`config.mk`:
```
export PLATFORM = sky130hd
export DESIGN_NAME = wb_timer_flat
export DESIGN_NICKNAME = d
export VERILOG_FILES = /design/src/rtl/wb_timer_if.sv /design/src/rtl/wb_timer.sv /design/src/flat_wrapper.sv
export SDC_FILE = /design/constraint.sdc
export NUM_CORES = 1
export LEC_CHECK = 0
export BUFFER_PORTS_ARGS = -buffer_cell sky130_fd_sc_hd__clkbuf_2
export CAP_MARGIN = 5
export CORE_UTILIZATION = 38
export CTS_CLUSTER_DIAMETER = 60
export DETAILED_ROUTE_END_ITERATION = 8
export GPL_ROUTABILITY_DRIVEN = 0
export PLACE_DENSITY_LB_ADDON = 0.05
export SLEW_MARGIN = 20
export SYNTH_ARGS = -nofsm -noshare
export SYNTH_HDL_FRONTEND = slang
export SYNTH_SLANG_ARGS = --single-unit
```
`constraint.sdc`:
```
create_clock -name clk -period 6.9 [get_ports clk]
set_clock_uncertainty 0.2 [all_clocks]
set_input_delay 1.38 -clock clk [delete_from_list [all_inputs] [get_ports clk]]
set_output_delay 1.38 -clock clk [all_outputs]
set_load 0.01 [all_outputs]
```
`src/rtl/wb_timer_if.sv`:
```
// Wishbone classic-cycle bus bundle between the J1 master and its data-bus responders.
// Data signal names follow the tool flow: dat_m/dat_s without modport expressions, dat_i/dat_o otherwise.
interface if_wb;
  logic [15:0] adr;
  logic        we;
  logic        cyc;
  logic        stb;
  logic        ack;
`ifdef NO_MODPORT_EXPRESSIONS
  logic [15:0] dat_m;
  logic [15:0] dat_s;

  modport master (output adr, we, cyc, stb, dat_m, input ack, dat_s);
  modport slave  (input adr, we, cyc, stb, dat_m, output ack, dat_s);
`else
  logic [15:0] dat_i;
  logic [15:0] dat_o;

  modport master (output adr, we, cyc, stb, dat_i, input ack, dat_o);
  modport slave  (input adr, we, cyc, stb, dat_i, output ack, dat_o);
`endif
endinterface

```
`src/rtl/wb_timer.sv`:
```
// Prescaled 16-bit down-counter timer on an 8-word Wishbone window; registered single-cycle ack,
// reads/writes complete one cycle after hit, no stall beyond that, silent outside the window.
module wb_timer #(
  parameter logic [15:0] BASE_ADR = 16'h7FF8
) (
  input  logic clk,
  input  logic reset,
  if_wb.slave  wb,
  output logic irq
);

  logic [2:0]  ctrl;       // {AUTO, IRQ_EN, EN}
  logic [15:0] prescale;
  logic [15:0] count;
  logic [15:0] reload;
  logic [15:0] pcnt;
  logic        exp_q;
  logic        ack_q;
  logic [15:0] dat_q;
  logic [15:0] wdat;
  logic [15:0] rdata;
  logic        hit;
  logic        acc;
  logic        wr;
  logic        tick;
  logic        expire;

`ifdef NO_MODPORT_EXPRESSIONS
  assign wdat      = wb.dat_m;
  assign wb.dat_s  = dat_q;
`else
  assign wdat      = wb.dat_i;
  assign wb.dat_o  = dat_q;
`endif

  assign wb.ack = ack_q;
  assign hit    = wb.cyc & wb.stb & (wb.adr[15:3] == BASE_ADR[15:3]);
  assign acc    = hit & ~ack_q;
  assign wr     = acc & wb.we;
  assign tick   = ctrl[0] & (pcnt == 16'h0);
  assign expire = tick & (count == 16'h0);
  assign irq    = exp_q & ctrl[1];

  always_comb begin
    rdata = 16'h0;
    case (wb.adr[2:0])
      3'd0:    rdata = {13'h0, ctrl};
      3'd1:    rdata = prescale;
      3'd2:    rdata = count;
      3'd3:    rdata = reload;
      3'd4:    rdata = {15'h0, exp_q};
      default: rdata = 16'h0;
    endcase
  end

  // Read data is zero whenever ack is low so responders can be OR-ed onto the bus.
  always_ff @(posedge clk or negedge reset) begin
    if (!reset) begin
      ack_q <= 1'b0;
      dat_q <= 16'h0;
    end else begin
      ack_q <= acc;
      dat_q <= (acc & ~wb.we) ? rdata : 16'h0;
    end
  end

  always_ff @(posedge clk or negedge reset) begin
    if (!reset) begin
      pcnt <= 16'h0;
    end else if (!ctrl[0] || pcnt == 16'h0) begin
      pcnt <= prescale;
    end else begin
      pcnt <= pcnt - 16'd1;
    end
  end

  // Bus writes take priority over timer updates, except that a new expiry beats a STATUS clear.
  always_ff @(posedge clk or negedge reset) begin
    if (!reset) begin
      ctrl     <= 3'h0;
      prescale <= 16'h0;
      count    <= 16'h0;
      reload   <= 16'h0;
      exp_q    <= 1'b0;
    end else begin
      if (wr && wb.adr[2:0] == 3'd0) begin
        ctrl <= wdat[2:0];
      end else if (expire && !ctrl[2]) begin
        ctrl[0] <= 1'b0;
      end

      if (wr && wb.adr[2:0] == 3'd1) begin
        prescale <= wdat;
      end

      if (wr && wb.adr[2:0] == 3'd2) begin
        count <= wdat;
      end else if (tick) begin
        if (count != 16'h0) begin
          count <= count - 16'd1;
        end else if (ctrl[2]) begin
          count <= reload;
        end
      end

      if (wr && wb.adr[2:0] == 3'd3) begin
        reload <= wdat;
      end

      if (expire) begin
        exp_q <= 1'b1;
      end else if (wr && wb.adr[2:0] == 3'd4 && wdat[0]) begin
        exp_q <= 1'b0;
      end
    end
  end

endmodule
```
`src/flat_wrapper.sv`:
```
// flat-port wrapper written by rule: the top's interface ports become plain ports
module wb_timer_flat 
#(
  parameter logic [15:0] BASE_ADR = 16'h7FF8
)
  (clk, reset, irq, wb_adr, wb_we, wb_cyc, wb_stb, wb_dat_i, wb_ack, wb_dat_o);
  if_wb wb_i ();
  input  logic clk;
  input  logic reset;
  output logic irq;
  input wire logic [$bits(wb_i.adr)-1:0] wb_adr;
  input wire logic [$bits(wb_i.we)-1:0] wb_we;
  input wire logic [$bits(wb_i.cyc)-1:0] wb_cyc;
  input wire logic [$bits(wb_i.stb)-1:0] wb_stb;
  input wire logic [$bits(wb_i.dat_i)-1:0] wb_dat_i;
  output wire logic [$bits(wb_i.ack)-1:0] wb_ack;
  output wire logic [$bits(wb_i.dat_o)-1:0] wb_dat_o;
  assign wb_i.adr = wb_adr;
  assign wb_i.we = wb_we;
  assign wb_i.cyc = wb_cyc;
  assign wb_i.stb = wb_stb;
  assign wb_i.dat_i = wb_dat_i;
  assign wb_ack = wb_i.ack;
  assign wb_dat_o = wb_i.dat_o;
  wb_timer #(.BASE_ADR(BASE_ADR)) u_core (.clk(clk), .reset(reset), .wb(wb_i), .irq(irq));
endmodule
```
* After elaboration in Yosys (flattened, before gate mapping)
Index checks and enable logic that the tools add are counted.
Word-level totals: input port bits 37, bits in registers 85, word-level logic and storage cells 56, output and inout port bits 18
Cells by class: reductions and logical operators 19, equal/unequal tests 5, add/sub/neg operators 2, bitwise operators 10, mux-type cells 11
Operators with widths (count):
- two-way mux 16 bit | 6
- case mux 16 bit (5 select lines) | 1
- zero test 16 bit | 2
- subtractor 16 x 1 -> 16 bit, second input constant | 2
- nonzero test 16 bit | 1
- equality test 13 x 12 -> 1 bit, second input constant | 1
- bitwise AND 1 bit | 8
- logical AND 1 bit | 7
- equality test 3 x 2 -> 1 bit, second input constant | 2
- nonzero test 2 bit | 3
- two-way mux 1 bit | 4
- equality test 3 x 1 -> 1 bit, second input constant | 1
- equality test 3 bit, second input constant | 1
- zero test 3 bit | 1
- nonzero test 3 bit | 1
- zero test 1 bit | 2
- NOT 1 bit | 2
- AND reduction 2 bit | 1
- logical OR 1 bit | 1

* Longest topological paths before layout
word-level depth 8, gate-level depth with buffers 8

* Least setup slack after synthesis
Ideal clock, no wire load.
path kind input port to flip-flop, start point in wb_adr[15], end point reg u_core.prescale[10], slack 3475 ps, setup time 125 ps, stages 7, required time 6575 ps, data arrival time 3100 ps, buffers on the path 2, cells stage by stage nand4b_1 -> or4_4 -> buf_6 -> nor3b_4 -> nand3b_4 -> buf_6 -> mux2_4
On the way: word-level cells in the longest chain between the ends 5
Ends and longest elaborated chain:
- start, declared | RTL line flat_wrapper.sv:11 | input wire logic [$bits(wb_i.adr)-1:0] wb_adr;
- equality test 13 x 12 -> 1 bit | RTL line wb_timer.sv:37 | assign hit = wb.cyc & wb.stb & (wb.adr[15:3] == BASE_ADR[15:3]);
- bitwise AND 1 bit | RTL line wb_timer.sv:37
- bitwise AND 1 bit | RTL line wb_timer.sv:38 | assign acc = hit & ~ack_q;
- bitwise AND 1 bit | RTL line wb_timer.sv:39 | assign wr = acc & wb.we;
- logical AND 1 bit | RTL line wb_timer.sv:92 | if (wr && wb.adr[2:0] == 3'd1) begin
- end signal, assigned | RTL line wb_timer.sv:93 | prescale <= wdat;
- end, declared | RTL line wb_timer.sv:13 | logic [15:0] prescale;
No other way between the ends. A chain may end at the register's enable or synchronous reset.

* Worst setup path in the final report
start point in wb_adr[1], end point reg u_core.count[2]
On the way: word-level cells in the longest chain between the ends 4, elaborated cells between the ends (all ways) 6
Ends and longest elaborated chain:
- equality test 3 x 2 -> 1 bit * | RTL line wb_timer.sv:96 | if (wr && wb.adr[2:0] == 3'd2) begin
- logical AND 1 bit * | RTL line wb_timer.sv:96
- nonzero test 3 bit (no source line) or nonzero test 2 bit (tied branches)
- AND reduction 2 bit (no source line)
- end signal, assigned | RTL line wb_timer.sv:97 | count <= wdat;
- end signal, assigned | RTL line wb_timer.sv:100 | count <= count - 16'd1;
- end signal, assigned | RTL line wb_timer.sv:102 | count <= reload;
- end, declared | RTL line wb_timer.sv:14 | logic [15:0] count;
Mark *: on every way between the ends. The rest lies on a longest branch, timed or not.

==> results.md <==
- Post-layout min period: 3.76 ns
- FF-to-FF Start: u_core.count[11]
- Filler Cell Count: around 1100
- Max VDD drop: ~170 µV
- DP HPWL: ~8000 µm
- Synthesized net count: 455
- Ports: 55
- P_leak: 2.39 nW
- Reg2reg end: u_core.count[1]
- Seq/Total Area, Yosys: 47.3%
- CP Launch Type: primary input
- Multi-input logic area: 0.00224 mm²
- Mapped Cells: 414
- # clock sinks: 85
- GRT Util Overall: 20.6%
- # DRC: 0
- Asr flop ratio synth: 100%
- # Max-Cap Violations: 0
- Worst-Margin Slew: 1.03 ns
- TritonCTS Buffers: 9
- Reg-to-reg slack, setup: a little over 4 ns
- # hold bufs at CTS: 0
- First-pass GRT wire length: 19300 µm
- Placed instance area: 0.00488 mm²
- CP endpoint: u_core.count[2]
- Initial Utilization: 39.2%
- Hold Slack: 0.323 ns
- Cell variety after synth: 47
- Clk_lat worst skew: about 0.34 ns
- Vias per std cell: ~5.7
- 1st-pass router iterations: 4
- Max H-tree Level: 3
- CP top delay family: compound AO/OA/AOI/OAI gates
- Register area: 0.00213 mm²
- Top cell type by total area after synthesis: dfrtp_1
- Antenna Violating Nets Remaining: 0
- Clock Pin Slew Worst Setup and Hold Paths: 0.06 ns
- Reg2reg path depth: 5
- Slowest-stage cell, CP: o21ai_1
- Unrepaired setup endpoints after global routing: false
- CTS root buffer: clkbuf_16
- Tcrit/Tclk final: about 55%
- Final #Nets: between 500 and 600
- Worst-path cell chain: clkbuf_2 -> nor2b_1 -> buf_4 -> nand3b_1 -> o21ai_1 -> a21oi_1 -> a221o_1
- Detailed-route via count: 3454
- Post-Synth Simple-Gate Area: ~16%
- Die area: 0.0123 mm²
- # resized after CTS: 0
- Crit-path max cell delay: 0.84 ns
- Setup bufs post-CTS: 0
- Largest net degree at the start of global routing: 71
- CTS tree: done
- Post-Layout Cell Count: between 600 and 700
- Total power: between 1 and 1.5 mW
- Synthesis-to-finish area growth: 14.5%
- GRT overflow: 0
- Placed cell count: 594
- Rel. slew slack: a little under a third
- Fin. Hold Viols: 0
- Run status: finished, final reports clean
- Final setup viols: 0
- Crit. End Element: register
- Multiplexer share of the synthesized area: 15.6%
- Final Cell Area: 0.00515 mm²
- Setup tns final: 0 ns
- P per Cell Area: 278 mW/mm²
- Max Slew Vio Count: 0
- Critical Path Stages: 7
- Max Clk Rate: 266 MHz
- DR WL/cell: about 19 µm
- Main combinational cell family by area after synthesis: simple AND/OR/NAND/NOR gates
- Worst path arrival time: 3.78 ns
- Number of global-route vias before repair: 3424
- Initial antenna violation count: 0
- Row count: 39
- Synth Area in XOR/XNOR: 4.09%
- Hold depth: 1
- Required time worst endpoint: just under 7 ns
- DRT Wirelength: 11700 µm
- Drt initial violations: 220
- Kind of critical path: in2reg
- Crit-path max FO: 23
- Compound-gate portion of the synthesized area: 13.0%
- Main flop type after synthesis: dfrtp_1
- Seq cells post-synth: 85
- Antenna cell count: 0
- Critical Path Source: wb_adr[1]
- Die X: 111 µm
- WP buf/inv: 2
- Die height: 111 µm
- Mapped Area: 0.00450 mm²
- Syn avg cell area: 10.9 µm²
- Clock Path Buffers: 2
- Core area: 0.0115 mm²
- I/O Buffers: 54
- Worst Hold Class: reg2reg
- Yosys warning count: 0
- Number of enable flip-flop cells after synthesis: 0
- Yosys top cell area share: 47.3%
- Share of cells above drive strength 1: a little over a quarter
- Top cells by area, synth: dfrtp_1, mux2_2, mux2_4
- Post-synthesis adder-cell area fraction: 1.11%
==> state kept, by name (all words and copies together), names as in the netlist <==
| name | cells |
|---|---|
| u_core.reload | 16 |
| u_core.count | 16 |
| u_core.pcnt | 16 |
| u_core.prescale | 16 |
| u_core.exp_q | 1 |
| u_core.wb.dat_o | 16 |
| u_core.wb.ack | 1 |
| u_core.ctrl | 3 |
==> layer usage <==
layer	wire length [µm]	vias to the layer above	global-route usage, %	part of all wire, %
met5	0	-	0	0
met4	155	0	7.29	1.3
met3	491	11	3.66	4.2
met2	5370	82	31.6	46
met1	5670	1736	29.2	49
li1	-	1625	-	-
==> placed cells by master (no fill, tap or decap), types with 3 or more instances in the layout <==
cell and count:
nor2_1 28, nand3b_1 4, xnor2_1 9, nor4b_1 3, inv_1 7, mux2_4 20
a221o_1 4, mux2i_1 4, nor3b_1 4, buf_4 6, clkbuf_16 9, a22oi_1 23
or3_1 4, clkbuf_2 53, nor3_1 9, o21ai_0 27, a21o_1 3, xor2_1 12
nor2b_1 3, nand4_1 11, o31ai_1 4, a21oi_1 20, mux2_2 28, nand2_1 29
and3_1 3, ha_1 4, nor4_1 6, nand4b_1 3, nand3_1 9, dfrtp_1 85
==> cells by family after synthesis <==
group,count (synthesis)
flip-flops,85
XOR/XNOR,21
buffers and inverters,29
AND/OR/NAND/NOR,129
AO/OA/AOI/OAI,92
multiplexers,54
adder cells (fa/ha/maj),4
==> power breakdown <==
part	leakage, nW	internal (mW)	switching (mW)
combinational	1.16	0.145	0.145
clock	0.134	0.258	0.189
sequential	1.10	0.580	0.116
==> cells in the mapped netlist (7+ instances only) <==
cell type and n:
dfrtp_1 85, nand2_1 29, mux2_2 28, nor2_1 28, o21ai_0 28, a22oi_1 23, a21oi_1 20, mux2_4 20
clkbuf_1 15, xor2_1 12, nand4_1 11, nand3_1 9, nor3_1 9, xnor2_1 9, inv_1 7, nor4_1 7
==> how the worst min path moves through the flow <==
stage | startpoint | to
6_report | u_core.pcnt[0] | u_core.pcnt[0]
3_3_place_gp | u_core.prescale[0] | u_core.pcnt[0]
2_1_floorplan | u_core.prescale[1] | u_core.pcnt[1]
3_5_place_dp | u_core.pcnt[0] | u_core.pcnt[0]
4_1_cts | u_core.pcnt[0] | u_core.pcnt[0]
5_1_grt | u_core.pcnt[0] | u_core.pcnt[0]
==> cell type report <==
class                   count  area share, %
clock inverters             2          0.194
clock buffers              12           4.98
multi-input cells         300           43.5
well taps                 143           3.47
flip-flops and latches     85           41.3
repair buffers             59           6.02
inverters                   7          0.510
==> worst register-to-register path: stages (launching register included) <==
cell and delay [ns]:
dfrtp_1 0.45, nor4_1 0.70, nand4_1 0.75, nand2b_1 0.27, a21oi_1 0.08, a221o_1 0.29
==> per-stage QoR <==
stage          utilization (%)  worst slack, ns
2_1_floorplan                -             3.48
3_5_place_dp              42.6             2.77
4_1_cts                   44.9             3.12
6_report                  44.9             3.14
5_1_grt                   44.9             2.90
3_3_place_gp              42.6             2.89
Note: power is estimated with default switching activity, not from simulation.
